## src/rtl/stack_pkg.sv

```systemverilog
// Shared widths and FSM encoding for the LIFO stack controller.
// STACK_PEEK_EN adds the PK (peek) state.
package stack_pkg;

    localparam int unsigned DW    = 8;
    localparam int unsigned AW    = 5;
    localparam int unsigned DEPTH = 32;

    typedef enum logic [1:0] {
        IDLE = 2'd0,
        WR   = 2'd1,
        RD   = 2'd2
`ifdef STACK_PEEK_EN
        ,
        PK   = 2'd3
`endif
    } state_e;

endpackage

```

## src/rtl/stack_ptr.sv

```systemverilog
// Stack pointer: up/down word counter with full/empty decode.
module stack_ptr #(
    parameter int unsigned AW = stack_pkg::AW
) (
    input  logic        clk,
    input  logic        rst,
    input  logic        inc,
    input  logic        dec,
    output logic [AW:0] count,
    output logic        full,
    output logic        empty
);

    localparam int unsigned PW = AW + 1;

    logic [AW:0] count_q;
    logic [AW:0] count_d;

    always_comb begin
        count_d = count_q;
        if (inc) begin
            count_d = count_q + PW'(1);
        end else if (dec) begin
            count_d = count_q - PW'(1);
        end
    end

    always_ff @(posedge clk or posedge rst) begin
        if (rst) begin
            count_q <= '0;
        end else begin
            count_q <= count_d;
        end
    end

    assign count = count_q;
    assign full  = (count_q == PW'(2 ** AW));
    assign empty = (count_q == '0);

endmodule

```

## src/rtl/stack_ctrl.sv

```systemverilog
// LIFO stack controller in front of a single-port RAM (one cycle per access).
// Define STACK_PEEK_EN to add the peek port and PK state.
module stack_ctrl #(
    parameter int unsigned DW = stack_pkg::DW,
    parameter int unsigned AW = stack_pkg::AW
) (
    input  logic          clk,
    input  logic          rst,
    input  logic          push,
    input  logic          pop,
`ifdef STACK_PEEK_EN
    input  logic          peek,
`endif
    input  logic [DW-1:0] din,
    output logic [DW-1:0] dout,
    output logic          dout_valid,
    output logic          busy,
    output logic          full,
    output logic          empty,
    output logic          err,
    output logic [AW-1:0] ram_adr,
    output logic          ram_rws,
    output logic          ram_cs,
    output logic [DW-1:0] ram_in,
    input  logic [DW-1:0] ram_out
);

    import stack_pkg::*;

    localparam int unsigned PW = AW + 1;

    state_e        state_q, state_d;
    logic [DW-1:0] dout_q, dout_d;
    logic          dout_valid_q, dout_valid_d;
    logic          busy_q, busy_d;
    logic          err_q, err_d;
    logic [AW-1:0] ram_adr_q, ram_adr_d;
    logic          ram_rws_q, ram_rws_d;
    logic          ram_cs_q, ram_cs_d;
    logic [DW-1:0] ram_in_q, ram_in_d;

    logic [AW:0]   count;
    logic          ptr_inc_c;
    logic          ptr_dec_c;
    logic          peek_c;

`ifdef STACK_PEEK_EN
    assign peek_c = peek;
`else
    assign peek_c = 1'b0;
`endif

    // Pointer moves only at the end of a completed access.
    assign ptr_inc_c = (state_q == WR);
    assign ptr_dec_c = (state_q == RD);

    stack_ptr #(.AW(AW)) u_ptr (
        .clk   (clk),
        .rst   (rst),
        .inc   (ptr_inc_c),
        .dec   (ptr_dec_c),
        .count (count),
        .full  (full),
        .empty (empty)
    );

    always_comb begin
        state_d      = state_q;
        dout_d       = dout_q;
        dout_valid_d = 1'b0;
        busy_d       = 1'b0;
        err_d        = 1'b0;
        ram_adr_d    = ram_adr_q;
        ram_rws_d    = 1'b0;
        ram_cs_d     = 1'b0;
        ram_in_d     = ram_in_q;

        case (state_q)
            IDLE: begin
                if (push && !pop && !peek_c && !full) begin
                    state_d   = WR;
                    busy_d    = 1'b1;
                    ram_cs_d  = 1'b1;
                    ram_rws_d = 1'b1;
                    ram_adr_d = count[AW-1:0];
                    ram_in_d  = din;
                end else if (pop && !push && !peek_c && !empty) begin
                    state_d   = RD;
                    busy_d    = 1'b1;
                    ram_cs_d  = 1'b1;
                    ram_adr_d = AW'(count - PW'(1));
`ifdef STACK_PEEK_EN
                end else if (peek_c && !push && !pop && !empty) begin
                    state_d   = PK;
                    busy_d    = 1'b1;
                    ram_cs_d  = 1'b1;
                    ram_adr_d = AW'(count - PW'(1));
`endif
                end else if (push || pop || peek_c) begin
                    err_d = 1'b1;
                end
            end
            WR: begin
                state_d = IDLE;
            end
`ifdef STACK_PEEK_EN
            RD, PK: begin
`else
            RD: begin
`endif
                state_d      = IDLE;
                dout_d       = ram_out;
                dout_valid_d = 1'b1;
            end
            default: begin
                state_d = IDLE;
            end
        endcase
    end

    always_ff @(posedge clk or posedge rst) begin
        if (rst) begin
            state_q      <= IDLE;
            dout_q       <= '0;
            dout_valid_q <= 1'b0;
            busy_q       <= 1'b0;
            err_q        <= 1'b0;
            ram_adr_q    <= '0;
            ram_rws_q    <= 1'b0;
            ram_cs_q     <= 1'b0;
            ram_in_q     <= '0;
        end else begin
            state_q      <= state_d;
            dout_q       <= dout_d;
            dout_valid_q <= dout_valid_d;
            busy_q       <= busy_d;
            err_q        <= err_d;
            ram_adr_q    <= ram_adr_d;
            ram_rws_q    <= ram_rws_d;
            ram_cs_q     <= ram_cs_d;
            ram_in_q     <= ram_in_d;
        end
    end

    assign dout       = dout_q;
    assign dout_valid = dout_valid_q;
    assign busy       = busy_q;
    assign err        = err_q;
    assign ram_adr    = ram_adr_q;
    assign ram_rws    = ram_rws_q;
    assign ram_cs     = ram_cs_q;
    assign ram_in     = ram_in_q;

endmodule

```

## config.mk

```make
export PLATFORM = sky130hd
export DESIGN_NAME = stack_ctrl
export DESIGN_NICKNAME = d
export VERILOG_FILES = /design/src/rtl/stack_pkg.sv /design/src/rtl/stack_ptr.sv /design/src/rtl/stack_ctrl.sv
export SDC_FILE = /design/constraint.sdc
export NUM_CORES = 1
export LEC_CHECK = 0
export CORE_MARGIN = 1
export CORE_UTILIZATION = 51
export DETAILED_ROUTE_END_ITERATION = 16
export PLACE_DENSITY = 0.85
export SYNTH_ARGS = -nofsm -noshare
export SYNTH_HDL_FRONTEND = slang
export SYNTH_SLANG_ARGS = --single-unit
```

## constraint.sdc

```tcl
create_clock -name clk -period 4.35 [get_ports clk]
set_input_delay 0.87 -clock clk [delete_from_list [all_inputs] [get_ports clk]]
set_output_delay 0.87 -clock clk [all_outputs]
set_load 0.05 [all_outputs]
```

==> results of run 1 <==
==> sequential cells by signal, summed over array words and instances, names as in the netlist <==
| register | cells |
|---|---|
| err | 1 |
| u_ptr.count | 6 |
| state_q | 2 |
| dout | 8 |
| ram_cs | 1 |
| ram_rws | 1 |
| ram_adr | 5 |
| dout_valid | 1 |
| ram_in | 8 |
==> metrics by stage <==
stage | hold slack, ns | worst slack (ns) | cell area [µm²]
finish | 0.509 | 0.888 | 2210
global route | 0.526 | 0.765 | 2210
CTS | 0.512 | 0.874 | 2210
detailed placement | 0.489 | 1.27 | 2130
global placement | 0.464 | 1.30 | 2130
floorplan | 0.519 | 1.61 | 1680
==> logic make-up (layout without fill, tap and decap cells) <==
logic type	after synthesis	count (layout)	synth area share [%]
AND/OR/NAND/NOR	34	34	12.1
AO/OA/AOI/OAI	24	24	9.70
adder cells (fa/ha/maj)	6	6	4.48
multiplexers	18	18	13.8
flip-flops	33	33	49.3
buffers and inverters	17	63	6.49
XOR/XNOR	8	8	4.18
==> placed cells by master, fill, tap and decap left out, types with 2 or more instances in the layout <==
master and n:
nand3_1 2, nor2_1 5, inv_1 7, o21ai_0 7, xor2_1 3, a21oi_2 2, mux2_2 9, mux2_4 8
and2_1 3, clkbuf_4 5, clkdlybuf4s50_1 47, ha_1 6, dfrtp_1 33, nand2_1 11, o22ai_1 2, xnor2_1 5
a21oi_1 5
==> layer usage <==
layer,up-vias,global-route usage (%)
li1,571,-
met5,-,0
met2,42,34.8
met3,7,7.42
met4,0,8.50
met1,580,26.0
==> where the power goes <==
group	internal (mW)	switching [mW]	total, mW
sequential	0.450	0.131	0.581
combinational	0.438	0.661	1.10
clock	0.137	0.0971	0.234
total	1.03	0.889	1.91
==> worst paths after layout <==
check	from	end	slack, ns	cells past startpoint
max	u_ptr.count[0]$_DFFE_PP0P_	empty	0.89	5
min	ram_adr[3]$_DFFE_PP0P_	ram_adr[3]$_DFFE_PP0P_	0.51	2
max reg2reg	u_ptr.count[0]$_DFFE_PP0P_	ram_adr[1]$_DFFE_PP0P_	2.20	6
min reg2reg	ram_adr[3]$_DFFE_PP0P_	ram_adr[3]$_DFFE_PP0P_	0.51	2
max in group asynchronous	rst	u_ptr.count[3]$_DFFE_PP0P_	3.13	3
min in group asynchronous	rst	ram_in[6]$_DFFE_PP0P_	0.92	3
==> synth_stat cells <==
| master | instances | area (µm²) |
|---|---|---|
| o21a_1 | 1 | 7.51 |
| nand3_1 | 2 | 10.0 |
| and2_4 | 1 | 8.76 |
| a21oi_2 | 2 | 17.5 |
| buf_2 | 1 | 5.00 |
| mux2i_1 | 1 | 10.0 |
| o221ai_2 | 1 | 15.0 |
| clkbuf_1 | 3 | 11.3 |
| clkbuf_8 | 1 | 13.8 |
| inv_1 | 7 | 26.3 |
| a21boi_0 | 1 | 7.51 |
| or3_1 | 1 | 6.26 |
| mux2_4 | 8 | 120 |
| nor3_1 | 1 | 5.00 |
| nand3b_1 | 1 | 7.51 |
| dfrtp_1 | 33 | 826 |
| nor4_1 | 1 | 6.26 |
| nand2_1 | 11 | 41.3 |
| a21o_1 | 1 | 7.51 |
| or4b_4 | 1 | 13.8 |
| and2b_2 | 1 | 8.76 |
| o31ai_1 | 1 | 7.51 |
| mux2_2 | 9 | 101 |
| xnor2_1 | 5 | 43.8 |
| buf_4 | 1 | 7.51 |
| and3_2 | 1 | 7.51 |
| o21ai_0 | 7 | 35.0 |
| nand2b_1 | 1 | 6.26 |
| buf_6 | 4 | 45.0 |
| and2_1 | 3 | 18.8 |
| o32ai_1 | 1 | 8.76 |
| nor2_1 | 5 | 18.8 |
| a22o_2 | 1 | 10.0 |
| nor4b_4 | 1 | 23.8 |
| nor2b_1 | 1 | 6.26 |
| a21oi_1 | 5 | 25.0 |
| ha_1 | 6 | 75.1 |
| a221oi_1 | 1 | 8.76 |
| nand4_1 | 1 | 6.26 |
| nor3b_1 | 1 | 7.51 |
| xor2_1 | 3 | 26.3 |
| o22ai_1 | 2 | 12.5 |
==> final cells by class <==
class                           instances  area, µm²
Fill cell                             210        866
Sequential cell                        33        826
Multi-Input combinational cell         90        742
Timing Repair Buffer                   48        478
Clock buffer                            7       55.1
Tap cell                               44       55.1
Clock inverter                          1       30.0
Inverter                                7       26.3
==> worst min-delay path, stage by stage, from the launching register on <==
cell and delay, ns:
dfrtp_1 0.36, nand2_1 0.05, o21ai_0 0.06
==> results_dict.tcl, run 1 <==
set metrics [dict create \
    status "completed" \
    crit_type "reg2out" \
    setup_tns_ns 0 \
    dieArea_um2 3520 \
    cts-root-buf "clkbuf_4" \
    cts.sinks 33 \
    final_util_pct 71.9 \
    grt_max_degree 34 \
    endpoint_kind "output port" \
    slew-limit-headroom_pct 65.1 \
    ys_types 42 \
    areaGrowthSynthToFinish_pct 31.9 \
    yosysWarnings 0 \
    cts_setup_buffers 0 \
    required_ns 3.48 \
    start_kind "flop" \
    maxUsedRoutingLayer "met4" \
    drcViolationCount 0 \
    synth_seq_cells 33 \
    antenna_found_initial 0 \
    yosysSeqAreaShare_pct 49.3 \
    dr_total_vias 1200 \
    path_buf_inv 2 \
    gp_congestion 0.815 \
    cts_tree "built" \
    synth_cells 140 \
    finalMaxSlewViolations 0 \
    powerDensity_nw_per_um2 865 \
    drive_gt1_share_pct 18.3 \
    syn_avg_cell_area_um2 12.0 \
    tightest_slew_ns 0.523 \
    fin_crit_ns 3.46 \
    drtAntennaViolNets 0 \
    grt_use_total_pct 21.4 \
    io_buffers 47 \
    cp_cell_sequence "inv_1 -> ha_1 -> or4b_4 -> nor2_1 -> clkdlybuf4s50_1" \
    start_util_pct 54.5 \
    die_x_um 59.3 \
    avgRoutedWirePerCell_um 14.5 \
    slowest_stage "clkdlybuf4s50_1" \
    grt_pass1_vias 1177 \
    stdcell_count 230 \
    crit_family "buffers and inverters" \
    hold_viol 0 \
    grt.overflow.total 0 \
    cp_max_fo 6 \
    ir_drop_v 0.000463 \
    arrival_ns 2.59 \
    p_leak_nw 0.951 \
    holdBufCountCts 0 \
    rows 20 \
    max_stage_delay_ns 0.82 \
    hpwl_um 2500 \
    fin_crit_sh_pct 79.6 \
    route.met2.wl_um 1600 \
    die_height_um 59.3 \
    finalNetCount 211 \
    io_pins 48 \
    cts_buffer_depth 2 \
    cts_buffers 5 \
    syn_nets 166 \
    min_path_type "reg2reg" \
    finalSetupViolCount 0 \
    rsz0062_at_grt "false" \
    maxCapViolCount 0 \
    syn_area_um2 1680 \
    wl_um 3340 \
    placedCellCount 222 \
    vias_per_cell 5.22 \
    diodes 0 \
    m1WireLength_um 1460 \
    core_um2 3080 \
    clkTransAtPathRegs_ns 0.10 \
    grt_pass1_wl_um 5410 \
    insertion_delay_ns 0.33 \
    fin_total_pwr_mw 1.91 \
    fmax_mhz 289 \
    drt_iter0_markers 24 \
    cts_resized 0 \
    wl_met3_um 236 \
    skew_ns 0.0115 \
    drt-pass1-iter-count 4 \
    htree_levels 2 \
]
Power figures use the tool's default switching activity.
==> run 2: changes to the inputs <==
--- a/config.mk
+++ b/config.mk
@@ -6,9 +6,9 @@
 export NUM_CORES = 1
 export LEC_CHECK = 0
 export CORE_MARGIN = 1
-export CORE_UTILIZATION = 51
+export CORE_UTILIZATION = 47
 export DETAILED_ROUTE_END_ITERATION = 16
-export PLACE_DENSITY = 0.85
+export PLACE_DENSITY = 0.79
 export SYNTH_ARGS = -nofsm -noshare
 export SYNTH_HDL_FRONTEND = slang
 export SYNTH_SLANG_ARGS = --single-unit
==> constraint.sdc (replaced) <==
create_clock -name clk -period 3.3 [get_ports clk]
set_input_delay 0.66 -clock clk [delete_from_list [all_inputs] [get_ports clk]]
set_output_delay 0.66 -clock clk [all_outputs]
set_load 0.05 [all_outputs]
==> run 2 against run 1 <==
Against the previous run: final area increased by 0.23%; largest cell class unchanged; largest power group unchanged; non-clock buffer count unchanged; utilization decreased by 6.5 points.
==> results_dict.tcl, run 2 (synthesis results as in run 1) <==
set metrics [dict create \
    min_to "ram_adr[3]$_DFFE_PP0P_" \
    reg2regPathDepth 6 \
    finalMaxSlewViolations 0 \
    hpwl_um 2360 \
    fin_crit_ns 3.15 \
    diodes 0 \
    cts_buffer_depth 2 \
    drt-pass1-iter-count 4 \
    crit_type "reg2out" \
    tightest_slew_ns 0.527 \
    holdPathStages 2 \
    gp_congestion 0.798 \
    io_pins 48 \
    cp_max_fo 6 \
    drcViolationCount 0 \
    grt_pass1_wl_um 5060 \
    fmax_mhz 317 \
    final_cell_mix "clkdlybuf4s50_1, dfrtp_1, nand2_1, mux2_2, mux2_4" \
    fin_crit_sh_pct 95.5 \
    grt_pass1_vias 1159 \
    die_x_um 61.7 \
    slew-limit-headroom_pct 64.8 \
    arrival_ns 2.49 \
    die_height_um 61.7 \
    dieArea_um2 3810 \
    cts_setup_buffers 0 \
    finalNetCount 211 \
    p_leak_nw 0.969 \
    drtAntennaViolNets 0 \
    cts-root-buf "clkbuf_4" \
    worstHoldStart "ram_adr[3]$_DFFE_PP0P_" \
    start_kind "flop" \
    grt_use_total_pct 18.9 \
    drt_iter0_markers 28 \
    nFillCells 241 \
    rsz0062_at_grt "false" \
    cts.sinks 33 \
    final_common_cell "clkdlybuf4s50_1" \
    setup_tns_ns 0 \
    grt_max_degree 34 \
    drive_gt1_share_pct 18.3 \
    skew_ns 0.00961 \
    status "completed" \
    io_buffers 47 \
    finalSetupViolCount 0 \
    wl_um 3310 \
    maxCapViolCount 0 \
    cts_tree "built" \
    vias_per_cell 5.19 \
    hold_ws_ns 0.494 \
    required_ns 2.64 \
    dr_total_vias 1203 \
    antenna_found_initial 0 \
    worstReg2RegEnd "ram_adr[1]$_DFFE_PP0P_" \
    htree_levels 2 \
    r2r_slack_ns 1.13 \
    hold_viol 0 \
    core_um2 3390 \
    cts_buffers 5 \
    endpoint_kind "output port" \
    rows 21 \
    insertion_delay_ns 0.34 \
    grt.overflow.total 0 \
    start_util_pct 49.5 \
    powerDensity_nw_per_um2 1140 \
    cts_resized 0 \
    min_path_type "reg2reg" \
    areaGrowthSynthToFinish_pct 32.2 \
    ir_drop_v 0.000551 \
    regToRegStartpoint "u_ptr.count[0]$_DFFE_PP0P_" \
    avgRoutedWirePerCell_um 14.3 \
    clkTransAtPathRegs_ns 0.09 \
    holdBufCountCts 0 \
]
## run 2: cell types whose count changed in the layout (fill, tap and decap cells not counted), sizes merged
cell           previous run  this run
clkdlybuf4s50            47        46
dlymetal6s2s              0         1
## run 2: metrics by stage
stage               cells  util [%]  instance area (µm²)  power, mW  setup slack [ns]
floorplan             140         -                 1680       1.83             0.771
global placement      224      62.8                 2130       2.17             0.464
detailed placement    224      62.8                 2130       2.21             0.410
CTS                   232      65.3                 2210       2.54            0.0277
global route          232      65.4                 2220       2.67            0.0180
finish                232      65.4                 2220       2.52             0.148
## run 2: power breakdown
part / internal, mW / switching [mW] / total [mW]
Combinational: 0.577 / 0.864 / 1.44
Clock: 0.181 / 0.134 / 0.315
Sequential: 0.593 / 0.172 / 0.765
## run 2: area by class of cell
type | count | area [µm²] | area share, %
timing repair buffer | 48 | 480 | 21.7
inverter | 7 | 26.3 | 1.19
multi-input combinational | 90 | 742 | 33.5
sequential | 33 | 826 | 37.2
clock inverter | 1 | 30.0 | 1.35
clock buffer | 7 | 55.1 | 2.48
tap | 46 | 57.6 | 2.60
## run 2: worst max path at each step
stage	from	endpoint	depth (start not counted)
2_1_floorplan	u_ptr.count[0]$_DFFE_PP0P_	empty	4
3_3_place_gp	u_ptr.count[0]$_DFFE_PP0P_	empty	5
3_5_place_dp	u_ptr.count[0]$_DFFE_PP0P_	empty	5
4_1_cts	u_ptr.count[0]$_DFFE_PP0P_	empty	5
5_1_grt	u_ptr.count[0]$_DFFE_PP0P_	full	5
6_report	u_ptr.count[0]$_DFFE_PP0P_	full	5
## run 2: worst max-delay path, stage by stage (launching register included)
cell	delay, ns
dfrtp_1	0.45
inv_1	0.15
ha_1	0.21
nor4b_4	0.38
and2_1	0.18
clkdlybuf4s50_1	0.79
## run 2: routing by layer
layer	routed length [µm]	GRT usage, %	vias up
met5	0	0	-
li1	-	-	569
met2	1620	33.5	44
met1	1370	19.7	580
met3	220	6.00	10
met4	90	10.8	0
==> run 3: changes to the inputs <==
--- a/config.mk
+++ b/config.mk
@@ -7,6 +7,7 @@
 export LEC_CHECK = 0
 export CORE_MARGIN = 1
 export CORE_UTILIZATION = 47
+export CTS_BUF_LIST = sky130_fd_sc_hd__clkbuf_8 sky130_fd_sc_hd__clkbuf_16
 export DETAILED_ROUTE_END_ITERATION = 16
 export PLACE_DENSITY = 0.79
 export SYNTH_ARGS = -nofsm -noshare
==> run 3 against run 2 <==
Against the previous run: maximum frequency up 1.5%; final cell count unchanged; hold slack worse by 0.0087 ns.
==> results_dict.tcl, run 3 (synthesis results as in run 1) <==
set metrics [dict create \
    power.internal_mw 1.41 \
    swShare_pct 45.4 \
    die_height_um 61.7 \
    ir_drop_v 0.000542 \
    cp_cell_sequence "inv_1 -> ha_1 -> nor4b_4 -> and2_1 -> clkdlybuf4s50_1" \
    seq_power_share_pct 29.6 \
    fmax_mhz 322 \
    dieArea_um2 3810 \
    antenna_found_initial 0 \
    finalMaxSlewViolations 0 \
    slowest_stage "clkdlybuf4s50_1" \
    grt_pass1_wl_um 5110 \
    cts_buffer_depth 2 \
    dr_total_vias 1220 \
    final_common_cell "clkdlybuf4s50_1" \
    htree_levels 2 \
    clkTransAtPathRegs_ns 0.06 \
    met2_usage_pct 35.0 \
    vias_per_cell 5.26 \
    fin_crit_ns 3.11 \
    crit_family "buffers and inverters" \
    tightest_slew_ns 0.540 \
    grt_max_degree 34 \
    core_um2 3390 \
    multi_input_area_um2 742 \
    cts_buffers 5 \
    final_cell_mix "clkdlybuf4s50_1, dfrtp_1, nand2_1, mux2_2" \
    path_buf_inv 2 \
    cts-root-buf "clkbuf_8" \
    grt.overflow.total 0 \
    required_ns 2.64 \
    power_switching_mw 1.18 \
    drtAntennaViolNets 0 \
    gr-usage-met1_pct 19.4 \
    finalSetupViolCount 0 \
    pwr-share-clk_pct 14.7 \
    fin_crit_sh_pct 94.1 \
    crit_type "reg2out" \
    drive_gt1_share_pct 18.3 \
    io_pins 48 \
    drt_iter0_markers 19 \
    cp_max_fo 6 \
    holdBufCountCts 0 \
    endpoint_kind "output port" \
    drcViolationCount 0 \
    combPwrFrac_pct 55.7 \
    wl_um 3330 \
    grt_util_met3_pct 6.00 \
    gp_congestion 0.798 \
    rows 21 \
    die_x_um 61.7 \
    powerDensity_nw_per_um2 1150 \
    grt_pass1_vias 1169 \
    start_kind "flop" \
    rsz0062_at_grt "false" \
    skew_ns 0.00335 \
    arrival_ns 2.45 \
    maxCapViolCount 0 \
    finalNetCount 211 \
    io_buffers 47 \
    insertion_delay_ns 0.28 \
    diodes 0 \
    areaGrowthSynthToFinish_pct 34.1 \
    hold_viol 0 \
    grt_use_total_pct 18.9 \
    status "completed" \
    top_usage_layer "met2" \
    start_util_pct 49.5 \
    cts_tree "built" \
    hpwl_um 2360 \
    cts.sinks 33 \
    drt-pass1-iter-count 4 \
    nFillCells 235 \
    max_stage_delay_ns 0.79 \
    p_leak_nw 0.986 \
    seq_area_um2 826 \
    avgRoutedWirePerCell_um 14.3 \
    min_path_type "reg2reg" \
    fin_total_pwr_mw 2.59 \
    setup_tns_ns 0 \
    slew-limit-headroom_pct 64.0 \
]
-- run 3: changes by cell type in the layout (fill, tap and decap cells not counted) --
| cell | previous run | this run |
|---|---|---|
| clkbuf_4 | 5 | 0 |
| inv_1 | 7 | 8 |
| clkbuf_1 | 1 | 0 |
| clkbuf_8 | 1 | 6 |
-- run 3: timing repair --
item                       in CTS  in global routing
setup endpoints to repair       0                  1
gates resized for setup         0                  1
buffers inserted                0                  0
-- run 3: power groups by stage --
| stage | clock network [mW] | registers (mW) | logic, mW |
|---|---|---|---|
| finish | 0.381 | 0.766 | 1.44 |
| CTS | 0.392 | 0.767 | 1.45 |
| global placement | 0 | 0.750 | 1.42 |
| floorplan | 0 | 1.20 | 0.630 |
| detailed placement | 0 | 0.772 | 1.44 |
| global route | 0.405 | 0.798 | 1.54 |
-- run 3: per-stage QoR --
step / area [µm²] / setup slack [ns] / utilization, % / hold slack (ns) / instances
floorplan: 1680 / 0.771 / - / 0.519 / 140
global placement: 2130 / 0.464 / 62.8 / 0.468 / 224
detailed placement: 2130 / 0.410 / 62.8 / 0.482 / 224
CTS: 2250 / 0.0882 / 66.3 / 0.496 / 232
global route: 2250 / 0.0896 / 66.3 / 0.520 / 232
finish: 2250 / 0.194 / 66.3 / 0.485 / 232
-- run 3: cell type report --
| cell class | count | share of cell area (%) |
|---|---|---|
| sequential | 33 | 36.7 |
| timing repair buffer | 48 | 21.4 |
| clock buffer | 6 | 3.67 |
| inverter | 7 | 1.17 |
| clock inverter | 2 | 1.50 |
| tap | 46 | 2.56 |
| multi-input combinational | 90 | 33.0 |
-- run 3: final timing paths --
path                                                 start                    endpoint  slack [ns]  depth (start not counted)
worst max-delay path            u_ptr.count[0]$_DFFE_PP0P_                        full        0.19                          5
worst min-delay path                ram_adr[0]$_DFFE_PP0P_      ram_adr[0]$_DFFE_PP0P_        0.49                          2
worst max register to register  u_ptr.count[0]$_DFFE_PP0P_      ram_adr[1]$_DFFE_PP0P_        1.13                          6
worst min register to register      ram_adr[0]$_DFFE_PP0P_      ram_adr[0]$_DFFE_PP0P_        0.49                          2
max in group asynchronous                              rst  u_ptr.count[4]$_DFFE_PP0P_        2.24                          3
min in group asynchronous                              rst         dout[1]$_DFFE_PP0P_        0.77                          3
-- run 3: worst min-delay path, cell delays in order, from the launching register on --
cell     delay, ns
dfrtp_1       0.34
nand2_1       0.05
o21ai_0       0.06
-- run 3: per-layer routing --
metal	wire, µm	vias up	part of all wire [%]
met4	80	0	2.4
met2	1650	57	50
met5	0	-	0
met3	236	7	7.1
met1	1360	586	41
li1	-	570	-
